<file path="src/rtl/cofactor_sequencer_if.sv">
// ----------------------------------------------------------------------------
// cofactor_sequencer_if
//   Bundles every handshake and datapath signal of cofactor_sequencer.
//   slave  : the sequencer side (accepts matrix words, drives the determinant
//            unit operands, produces cofactors).
//   master : the environment side (matrix source, determinant unit, sink).
//
//   in_valid/in_ready/in_word        matrix word stream, I_0 first
//   det_opnd[287:0]                  nine 32-bit minor operands, operand k at
//                                    [32k+31:32k], row-major
//   det_res[31:0]                    determinant returned by the external unit
//   out_valid/out_ready/out_word     signed cofactor stream
//   out_idx[3:0]                     slot number of out_word
//   busy                             a matrix is being loaded or processed
// ----------------------------------------------------------------------------
interface cofactor_sequencer_if;
  logic         in_valid;
  logic         in_ready;
  logic [31:0]  in_word;
  logic [287:0] det_opnd;
  logic [31:0]  det_res;
  logic         out_valid;
  logic         out_ready;
  logic [31:0]  out_word;
  logic [3:0]   out_idx;
  logic         busy;

  modport slave (
    input  in_valid, in_word, det_res, out_ready,
    output in_ready, det_opnd, out_valid, out_word, out_idx, busy
  );

  modport master (
    output in_valid, in_word, det_res, out_ready,
    input  in_ready, det_opnd, out_valid, out_word, out_idx, busy
  );
endinterface

</file>
<file path="src/rtl/cofactor_sequencer.sv">
// ----------------------------------------------------------------------------
// cofactor_sequencer
//   Computes the 16 signed 3x3-minor cofactors of a 4x4 single-precision
//   matrix by time-sharing one external 3x3 determinant unit.
//   The matrix is loaded serially (word I_j lands in In[15-j]), then one minor
//   per slot is presented on det_opnd, the returned determinant gets the
//   checkerboard sign (bit 31 flip), and the result is streamed out.
//
// Parameters
//   DET_LAT  cycles from det_opnd presentation to det_res valid (0..8);
//            0 means det_res is combinational and sampled in the issue cycle.
//
// Build option
//   ADJ_TRANSPOSE_EN  when defined, slot n carries the cofactor at (c,r), so
//                     the stream is the adjugate in row-major order; when
//                     undefined, slot n carries the cofactor at (r,c).
//
// Ports
//   clk   rising-edge clock
//   rst   synchronous active-high reset
//   bus   cofactor_sequencer_if.slave (see interface header)
// ----------------------------------------------------------------------------
module cofactor_sequencer #(
  parameter int unsigned DET_LAT = 1
) (
  input  logic                  clk,
  input  logic                  rst,
  cofactor_sequencer_if.slave   bus
);

  typedef enum logic [1:0] {
    ST_LOAD,
    ST_ISSUE,
    ST_WAIT,
    ST_PRESENT
  } state_t;

  state_t       state;
  logic [31:0]  mat [16];     // In[k] = element (k/4, k%4)
  logic [3:0]   load_cnt;
  logic [3:0]   slot;
  logic [3:0]   lat_cnt;

  logic [1:0]   sel_r;
  logic [1:0]   sel_c;
  logic [1:0]   mr;
  logic [1:0]   mc;
  logic         odd_pos;
  logic [287:0] minor_opnd;
  logic [31:0]  signed_res;

  // Minor selection: slot row/column, swapped for the adjugate build.
  always_comb begin
`ifdef ADJ_TRANSPOSE_EN
    sel_r = slot[1:0];
    sel_c = slot[3:2];
`else
    sel_r = slot[3:2];
    sel_c = slot[1:0];
`endif
  end

  // r+c is odd exactly when the low bits of r and c differ; this is the same
  // in both builds because the transpose swaps r and c.
  assign odd_pos    = slot[2] ^ slot[0];
  assign signed_res = {bus.det_res[31] ^ odd_pos, bus.det_res[30:0]};

  // Operand k of the 3x3 minor sits at row k/3, column k%3 of the reduced
  // matrix; skipping the deleted row/column maps it back onto the 4x4 array.
  // NOTE: every variable driven here gets a default before the loop so no
  // latch is inferred for paths that do not assign it.
  always_comb begin
    minor_opnd = '0;
    mr         = '0;
    mc         = '0;
    for (int k = 0; k < 9; k++) begin
      mr = 2'(k / 3);
      mc = 2'(k % 3);
      if (mr >= sel_r) mr = mr + 2'd1;
      if (mc >= sel_c) mc = mc + 2'd1;
      minor_opnd[32*k +: 32] = mat[{mr, mc}];
    end
  end

  // Operands are held constant from issue until the cofactor is handshaken.
  assign bus.det_opnd = (state == ST_LOAD) ? '0 : minor_opnd;
  assign bus.in_ready = (state == ST_LOAD) && !rst;

  // NOTE: the matrix store is plain data with no reset; a reset clears
  // load_cnt, so all 16 entries are rewritten before any minor is issued.
  always_ff @(posedge clk) begin
    if (bus.in_valid && bus.in_ready) begin
      mat[~load_cnt] <= bus.in_word;   // ~j == 15 - j for a 4-bit index
    end
  end

  // NOTE: sequential state uses non-blocking assignments only, so every
  // register samples values from before this clock edge.
  always_ff @(posedge clk) begin
    if (rst) begin
      state         <= ST_LOAD;
      load_cnt      <= '0;
      slot          <= '0;
      lat_cnt       <= '0;
      bus.out_valid <= 1'b0;
      bus.out_word  <= '0;
      bus.out_idx   <= '0;
      bus.busy      <= 1'b0;
    end else begin
      unique case (state)
        ST_LOAD: begin
          if (bus.in_valid) begin
            bus.busy <= 1'b1;
            load_cnt <= load_cnt + 4'd1;
            if (load_cnt == 4'd15) begin
              slot  <= '0;
              state <= ST_ISSUE;
            end
          end
        end

        ST_ISSUE: begin
          if (DET_LAT == 0) begin
            bus.out_word  <= signed_res;
            bus.out_idx   <= slot;
            bus.out_valid <= 1'b1;
            state         <= ST_PRESENT;
          end else begin
            lat_cnt <= 4'(DET_LAT - 1);
            state   <= ST_WAIT;
          end
        end

        ST_WAIT: begin
          if (lat_cnt == '0) begin
            bus.out_word  <= signed_res;
            bus.out_idx   <= slot;
            bus.out_valid <= 1'b1;
            state         <= ST_PRESENT;
          end else begin
            lat_cnt <= lat_cnt - 4'd1;
          end
        end

        ST_PRESENT: begin
          if (bus.out_ready) begin
            bus.out_valid <= 1'b0;
            if (slot == 4'd15) begin
              bus.busy <= 1'b0;
              state    <= ST_LOAD;
            end else begin
              slot  <= slot + 4'd1;
              state <= ST_ISSUE;
            end
          end
        end

        default: state <= ST_LOAD;
      endcase
    end
  end

endmodule

</file>
<file path="src/flat_wrapper.sv">
// flat-port wrapper written by rule: the top's interface ports become plain ports
module cofactor_sequencer_flat 
#(
  parameter int unsigned DET_LAT = 1
)
  (clk, rst, bus_in_valid, bus_in_word, bus_det_res, bus_out_ready, bus_in_ready, bus_det_opnd, bus_out_valid, bus_out_word, bus_out_idx, bus_busy);
  cofactor_sequencer_if bus_i ();
  input  logic clk;
  input  logic rst;
  input wire logic [$bits(bus_i.in_valid)-1:0] bus_in_valid;
  input wire logic [$bits(bus_i.in_word)-1:0] bus_in_word;
  input wire logic [$bits(bus_i.det_res)-1:0] bus_det_res;
  input wire logic [$bits(bus_i.out_ready)-1:0] bus_out_ready;
  output wire logic [$bits(bus_i.in_ready)-1:0] bus_in_ready;
  output wire logic [$bits(bus_i.det_opnd)-1:0] bus_det_opnd;
  output wire logic [$bits(bus_i.out_valid)-1:0] bus_out_valid;
  output wire logic [$bits(bus_i.out_word)-1:0] bus_out_word;
  output wire logic [$bits(bus_i.out_idx)-1:0] bus_out_idx;
  output wire logic [$bits(bus_i.busy)-1:0] bus_busy;
  assign bus_i.in_valid = bus_in_valid;
  assign bus_i.in_word = bus_in_word;
  assign bus_i.det_res = bus_det_res;
  assign bus_i.out_ready = bus_out_ready;
  assign bus_in_ready = bus_i.in_ready;
  assign bus_det_opnd = bus_i.det_opnd;
  assign bus_out_valid = bus_i.out_valid;
  assign bus_out_word = bus_i.out_word;
  assign bus_out_idx = bus_i.out_idx;
  assign bus_busy = bus_i.busy;
  cofactor_sequencer #(.DET_LAT(DET_LAT)) u_core (.clk(clk), .rst(rst), .bus(bus_i));
endmodule
</file>
<file path="config.mk">
export PLATFORM = sky130hd
export DESIGN_NAME = cofactor_sequencer_flat
export DESIGN_NICKNAME = d
export VERILOG_FILES = /design/src/rtl/cofactor_sequencer_if.sv /design/src/rtl/cofactor_sequencer.sv /design/src/flat_wrapper.sv
export SDC_FILE = /design/constraint.sdc
export NUM_CORES = 1
export LEC_CHECK = 0
export ABC_CLOCK_PERIOD_IN_PS = 6300
export CAP_MARGIN = 5
export CORE_MARGIN = 2
export CORE_UTILIZATION = 55
export DETAILED_ROUTE_END_ITERATION = 7
export PLACE_DENSITY = 0.81
export SETUP_SLACK_MARGIN = 0.2
export SLEW_MARGIN = 20
export SYNTH_ARGS = -nofsm -noshare
export SYNTH_HDL_FRONTEND = slang
export SYNTH_SLANG_ARGS = --single-unit
</file>
<file path="constraint.sdc">
create_clock -name clk -period 6.3 [get_ports clk]
set_clock_uncertainty 0.2 [all_clocks]
set_input_delay 1.575 -clock clk [delete_from_list [all_inputs] [get_ports clk]]
set_output_delay 1.575 -clock clk [all_outputs]
set_load 0.1 [all_outputs]
</file>
==> flow_summary.toml, run 1 <==
[status]
status = "finished clean"

[worst_setup_path]
cp_max_fo = 47
critPathRequiredTime_ns = 4.53
reg2reg_slack_ns = 2.25
path_delay_family = "buffers and inverters"
end_kind = "output pin"
slowest_delay_ns = 1.23
worstSetupPathType = "reg2out"
cp-start-kind = "flip-flop"
r2r_end = "u_core.mat[4][4]"
cp.buffers_inverters = 3
rr_startpoint = "u_core.state[0]"
path_cells = "inv_1 -> ha_4 -> buf_12 -> mux2_2 -> nor2_1 -> a211oi_1 -> clkdlybuf4s50_1"
r2r.worst_path.cells = 7
crit_path_top_delay_cell = "clkdlybuf4s50_1"
cp.depth = 7
worst_ep_arrival_time_ns = 4.16

[drt]
drt_iter0_drc = 1802
drt_first_pass_iters = 5
via_per_inst = 6.35
antenna_left = 0
route.detailed.drc = 0
wirelength_um = 74700
num_vias = 17700
routedWlPerCell_um = 26.7

[synth]
seq_area_frac_synth_pct = 62.3
synth_area_per_cell_um2 = 14.8
synthTopCellsByArea = "edfxtp_1, mux4_2, a211oi_1, mux2i_1, nor2b_1"
synth_top_area_share_pct = 58.3
syn_inst = 1780
synth_edf_count = 512
synth-async-reset-ratio_pct = 0
ys_seq_elements = 564
yosysUniqueCellTypes = 44
synthFlopType = "edfxtp_1"
syn_nets = 1861
syn_area_um2 = 26400
synth_largest_area_cell = "edfxtp_1"
yosysWarnings = 0

[cts]
cts_sinks = 564
clk_pin_slew_ns = 0.06
clockRootBuffer = "clkbuf_16"
cts_tree = "built"
clock_latency_ns = 0.61
holdBufCountCts = 0
clockBufferDepth = 3
cts_buffers = 57
postCtsSetupRepairBufs = 0
cts_max_level = 2
cts_resized = 0

[floorplanning]
die_x_um = 223
start_util_pct = 55.5
num_rows = 80
die_h_um = 223
die-area_um2 = 49700
design.core.area_um2 = 47500
ios = 395

[timing]
hold_ws_ns = 0.253
setup_viol = 0
finalCriticalPeriod_ns = 5.94
timing.fmax_mhz = 168
slew_headroom_pct = 26.8
rsz0062_at_grt = "false"
hold_viol = 0
post-route-period-util_pct = 94.2
slew_violations = 0
worst_slew_pin_slew_ns = 1.09

[place]
hpwl_um = 47600
gp_congestion = 0.844
io_buffers = 394

[global_route]
grtUsageTotal_pct = 29.7
grtUsageMet2_pct = 48.1
gr-max-usage-layer = "met2"
use_met1_pct = 39.1
grt_pass1_vias = 17400
grt_overflow = 0
antenna_found_initial = 2
grt_max_degree = 115
grt_pass1_wl_um = 109000
grt_use_met3_pct = 6.87

[power]
irDropWorstVdd_uv = 393
p_leak_nw = 10.8
power.density_nw_per_um2 = 409

[cells_and_area]
seq_area_um2 = 16400
nets = 2216
utilization_pct = 68.5
multiInputGateArea_um2 = 9330
most-common-layout-cells = "edfxtp_1, clkdlybuf4s50_1, a211oi_1"
layout_commonest_cell = "edfxtp_1"
nFillCells = 3122
areaGrowthSynthToFinish_pct = 23.6
layout-drive-gt1-share_pct = 17.8

[hold_path]
holdPathEnd = "u_core.bus.out_word[17]"
hold_path_class = "reg2reg"
whs_path_depth = 2
hold_start = "u_core.bus.out_word[17]"

[flow_run]
maxCapViolations = 0
stage by stage:
stage	cells	cell area (um2)	worst slack, ns	power, mW	setup TNS [ns]
global route	2794	32600	0.279	13.6	0
floorplan	1780	26400	-0.133	8.77	-8.52
global placement	2691	30900	1.10	10.2	0
finish	2794	32600	0.363	13.3	0
CTS	2793	32600	0.380	13.4	0
detailed placement	2691	30900	1.04	10.2	0
synthesized netlist by cell type (3+ instances only):
master and count:
buf_4 13, nand2b_1 9, a31oi_1 3, clkbuf_1 68, nand2_1 84, edfxtp_1 512, a211oi_1 236, nand4_1 4
a21oi_1 45, nor2b_1 183, mux4_2 116, dfxtp_1 52, mux2i_1 141, nor2_1 127, inv_1 9, nand3_1 8
ha_1 13, and2_1 3, buf_6 12, nor3_1 6, xnor2_1 3, buf_2 54, mux2_2 54
power by group:
group / internal (mW) / switching, mW / total (mW)
logic: 1.09 / 4.84 / 5.93
registers: 4.17 / 0.0370 / 4.21
clock network: 1.78 / 1.40 / 3.18
registers in the layout, summed over array words and instances (netlist names):
name and cells:
u_core.bus.busy 1, u_core.lat_cnt 4, u_core.bus.out_word 32, u_core.state 2, u_core.mat 512, u_core.slot 4
u_core.load_cnt 4, u_core.bus.out_valid 1, u_core.bus.out_idx 4
cell families after synthesis:
family / after synthesis / synth area share [%]
mux: 311 / 17.6
xor+xnor: 5 / 0.166
compound gates: 295 / 8.05
fa+ha+maj: 13 / 0.617
simple gates: 433 / 8.29
flops: 564 / 62.3
buf+inv: 159 / 3.05
worst max-delay path by stage:
stage,startpoint,to
after floorplan,rst,u_core.mat[13][0]
after global placement,u_core.slot[0],bus_det_opnd[108]
after detailed placement,u_core.slot[0],bus_det_opnd[108]
after CTS,u_core.slot[0],bus_det_opnd[108]
after global routing,u_core.slot[0],bus_det_opnd[108]
final,u_core.slot[0],bus_det_opnd[108]
layout make-up:
class / count / share of cell area (%)
flip-flops and latches: 564 / 50.4
multi-input cells: 1057 / 28.6
repair buffers: 445 / 13.2
clock buffers: 73 / 4.56
well taps: 615 / 2.36
clock inverters: 29 / 0.695
inverters: 10 / 0.115
diodes: 1 / 0.00768
routing by layer:
layer  wire length, um  vias up  part of all wire (%)
met4              2750        2                   3.7
met1             29100     8906                    39
met3              7060      140                   9.4
li1                  -     7644                     -
met5                13        -                 0.017
met2             35800     1038                    48
worst reg2reg max path: cells and delay by family, from the launching register on:
kind,cells,cell delay (ns)
buf+inv,2,0.60
simple gates,4,1.79
flops,1,0.33
fa+ha+maj,1,0.78
Note: power is estimated with default switching activity, not from simulation.
==> run 2, diff against run 1 <==
SKIP_LAST_GASP = 1   (was default)
==> results of run 2 <==
Final layout, timing and power as in run 1 (identical DEF).
==> run 3, diff against run 2 <==
PLACE_DENSITY = default   (was 0.81)
PLACE_DENSITY_LB_ADDON = 0.05   (was default)
==> flow_summary.toml, run 3 (synthesized netlist as in run 1, its figures left out) <==
[worst_setup_path]
cp-start-kind = "flip-flop"
r2r.worst_path.cells = 8
rr_startpoint = "u_core.state[0]"
critPathRequiredTime_ns = 4.53
r2r_end = "u_core.mat[1][17]"
worstSetupPathType = "reg2out"
slowest_delay_ns = 1.25
cp.buffers_inverters = 3
crit_path_top_delay_cell = "clkdlybuf4s50_1"
end_kind = "output pin"
worst_ep_arrival_time_ns = 4.19
path_delay_family = "buffers and inverters"
path_cells = "inv_1 -> ha_4 -> buf_4 -> mux2_2 -> nor2_1 -> a211oi_1 -> clkdlybuf4s50_1"
cp_max_fo = 30
reg2reg_slack_ns = 2.05

[cells_and_area]
seq_area_um2 = 16400
largestRegisters = "u_core.mat x512, u_core.bus.out_word x32"
top_register = "u_core.mat"
layout_commonest_cell = "edfxtp_1"
nets = 2221
n_antenna_cell = 0
largest_register_ffs = 512
most-common-layout-cells = "edfxtp_1, clkdlybuf4s50_1, a211oi_1"
multiInputGateArea_um2 = 9330
nFillCells = 3322
areaGrowthSynthToFinish_pct = 23.8
layout-drive-gt1-share_pct = 19.0
instances_no_fill = 2801

[floorplanning]
ios = 395
die_x_um = 223
die-area_um2 = 49700
num_rows = 80
start_util_pct = 55.5
die_h_um = 223
design.core.area_um2 = 47500

[cts]
cts_max_level = 2
clk_pin_slew_ns = 0.06
clock_latency_ns = 0.61
clockRootBuffer = "clkbuf_16"
cts_buffers = 57
cts_resized = 0
postCtsSetupRepairBufs = 0
cts_sinks = 564
cts_tree = "built"
holdBufCountCts = 0
clockBufferDepth = 3

[timing]
slew_violations = 0
timing.fmax_mhz = 168
hold_viol = 0
setup_viol = 0
finalCriticalPeriod_ns = 5.96
rsz0062_at_grt = "false"
fin_ws_ns = 0.338
worst_slew_pin_slew_ns = 1.09
post-route-period-util_pct = 94.6
setup_tns_ns = 0
slew_headroom_pct = 26.8
hold_ws_ns = 0.254

[global_route]
grt_overflow = 0
grtUsageTotal_pct = 29.1
antenna_found_initial = 1
grt_max_degree = 112
grt_pass1_wl_um = 108000
grt_pass1_vias = 17000

[place]
io_buffers = 394
hpwl_um = 46900
place_ws_ns = 1.11
place_inst = 2696
gp_congestion = 0.820

[drt]
num_vias = 17500
routedWlPerCell_um = 26.1
wirelength_um = 73200
drt_first_pass_iters = 5
route.detailed.drc = 0
antenna_left = 0
drt_iter0_drc = 1728
via_per_inst = 6.25

[hold_path]
whs_path_depth = 2
hold_start = "u_core.bus.out_word[20]"
holdPathEnd = "u_core.bus.out_word[20]"
hold_path_class = "reg2reg"

[power]
finalPower_mw = 13.4
power.density_nw_per_um2 = 410
p_leak_nw = 10.9
irDropWorstVdd_uv = 412

[status]
status = "finished clean"

[flow_run]
maxCapViolations = 0
[run 3: cell count changes in the layout (fill, tap and decap cells not counted), moves of 2 or more]
cell	previous run	this run
clkinv_2	11	8
clkbuf_8	0	3
buf_4	98	128
clkinvlp_2	2	0
clkinv_1	8	17
clkbuf_1	16	11
clkbuf_16	57	59
clkdlybuf4s50_1	335	310
clkinvlp_4	4	1
[run 3: metrics by stage]
stage / utilization (%) / instance area (um2)
after floorplan: - / 26400
after global placement: 64.9 / 30800
after detailed placement: 64.9 / 30800
after CTS: 68.6 / 32600
after global routing: 68.6 / 32600
final: 68.6 / 32600
[run 3: worst max path at each step]
stage,start,to,slack (ns),cells past startpoint
floorplan,rst,u_core.mat[13][0],-0.13,5
global placement,u_core.slot[0],bus_det_opnd[192],1.09,7
detailed placement,u_core.slot[0],bus_det_opnd[117],1.11,7
CTS,u_core.slot[0],bus_det_opnd[192],0.39,7
global route,u_core.slot[0],bus_det_opnd[96],0.24,7
finish,u_core.slot[0],bus_det_opnd[192],0.34,7
[run 3: layout make-up]
class,instances,share of cell area (%)
multi-input combinational,1057,28.6
tap,615,2.36
sequential,564,50.3
clock inverter,31,0.686
inverter,10,0.115
timing repair buffer,450,13.1
clock buffer,74,4.80
[run 3: power by group]
part	leakage [nW]	switching [mW]	internal (mW)
Combinational	4.99	4.84	1.08
Clock	0.878	1.40	1.86
Sequential	5.03	0.0363	4.17
[run 3: worst min-delay path, stage by stage (launching register included)]
cell     delay [ns]
dfxtp_1        0.31
nand2_1        0.05
a21oi_1        0.05
[run 3: metal layers]
| metal | global-route usage [%] | share of wire, % | vias to the layer above | wire [um] |
|---|---|---|---|---|
| met5 | 0 | 0 | - | 0 |
| met4 | 10.4 | 3.0 | 0 | 2220 |
| met3 | 4.74 | 7.5 | 132 | 5470 |
| met2 | 47.0 | 49 | 813 | 35800 |
| met1 | 40.5 | 41 | 8927 | 29700 |
| li1 | - | - | 7648 | - |
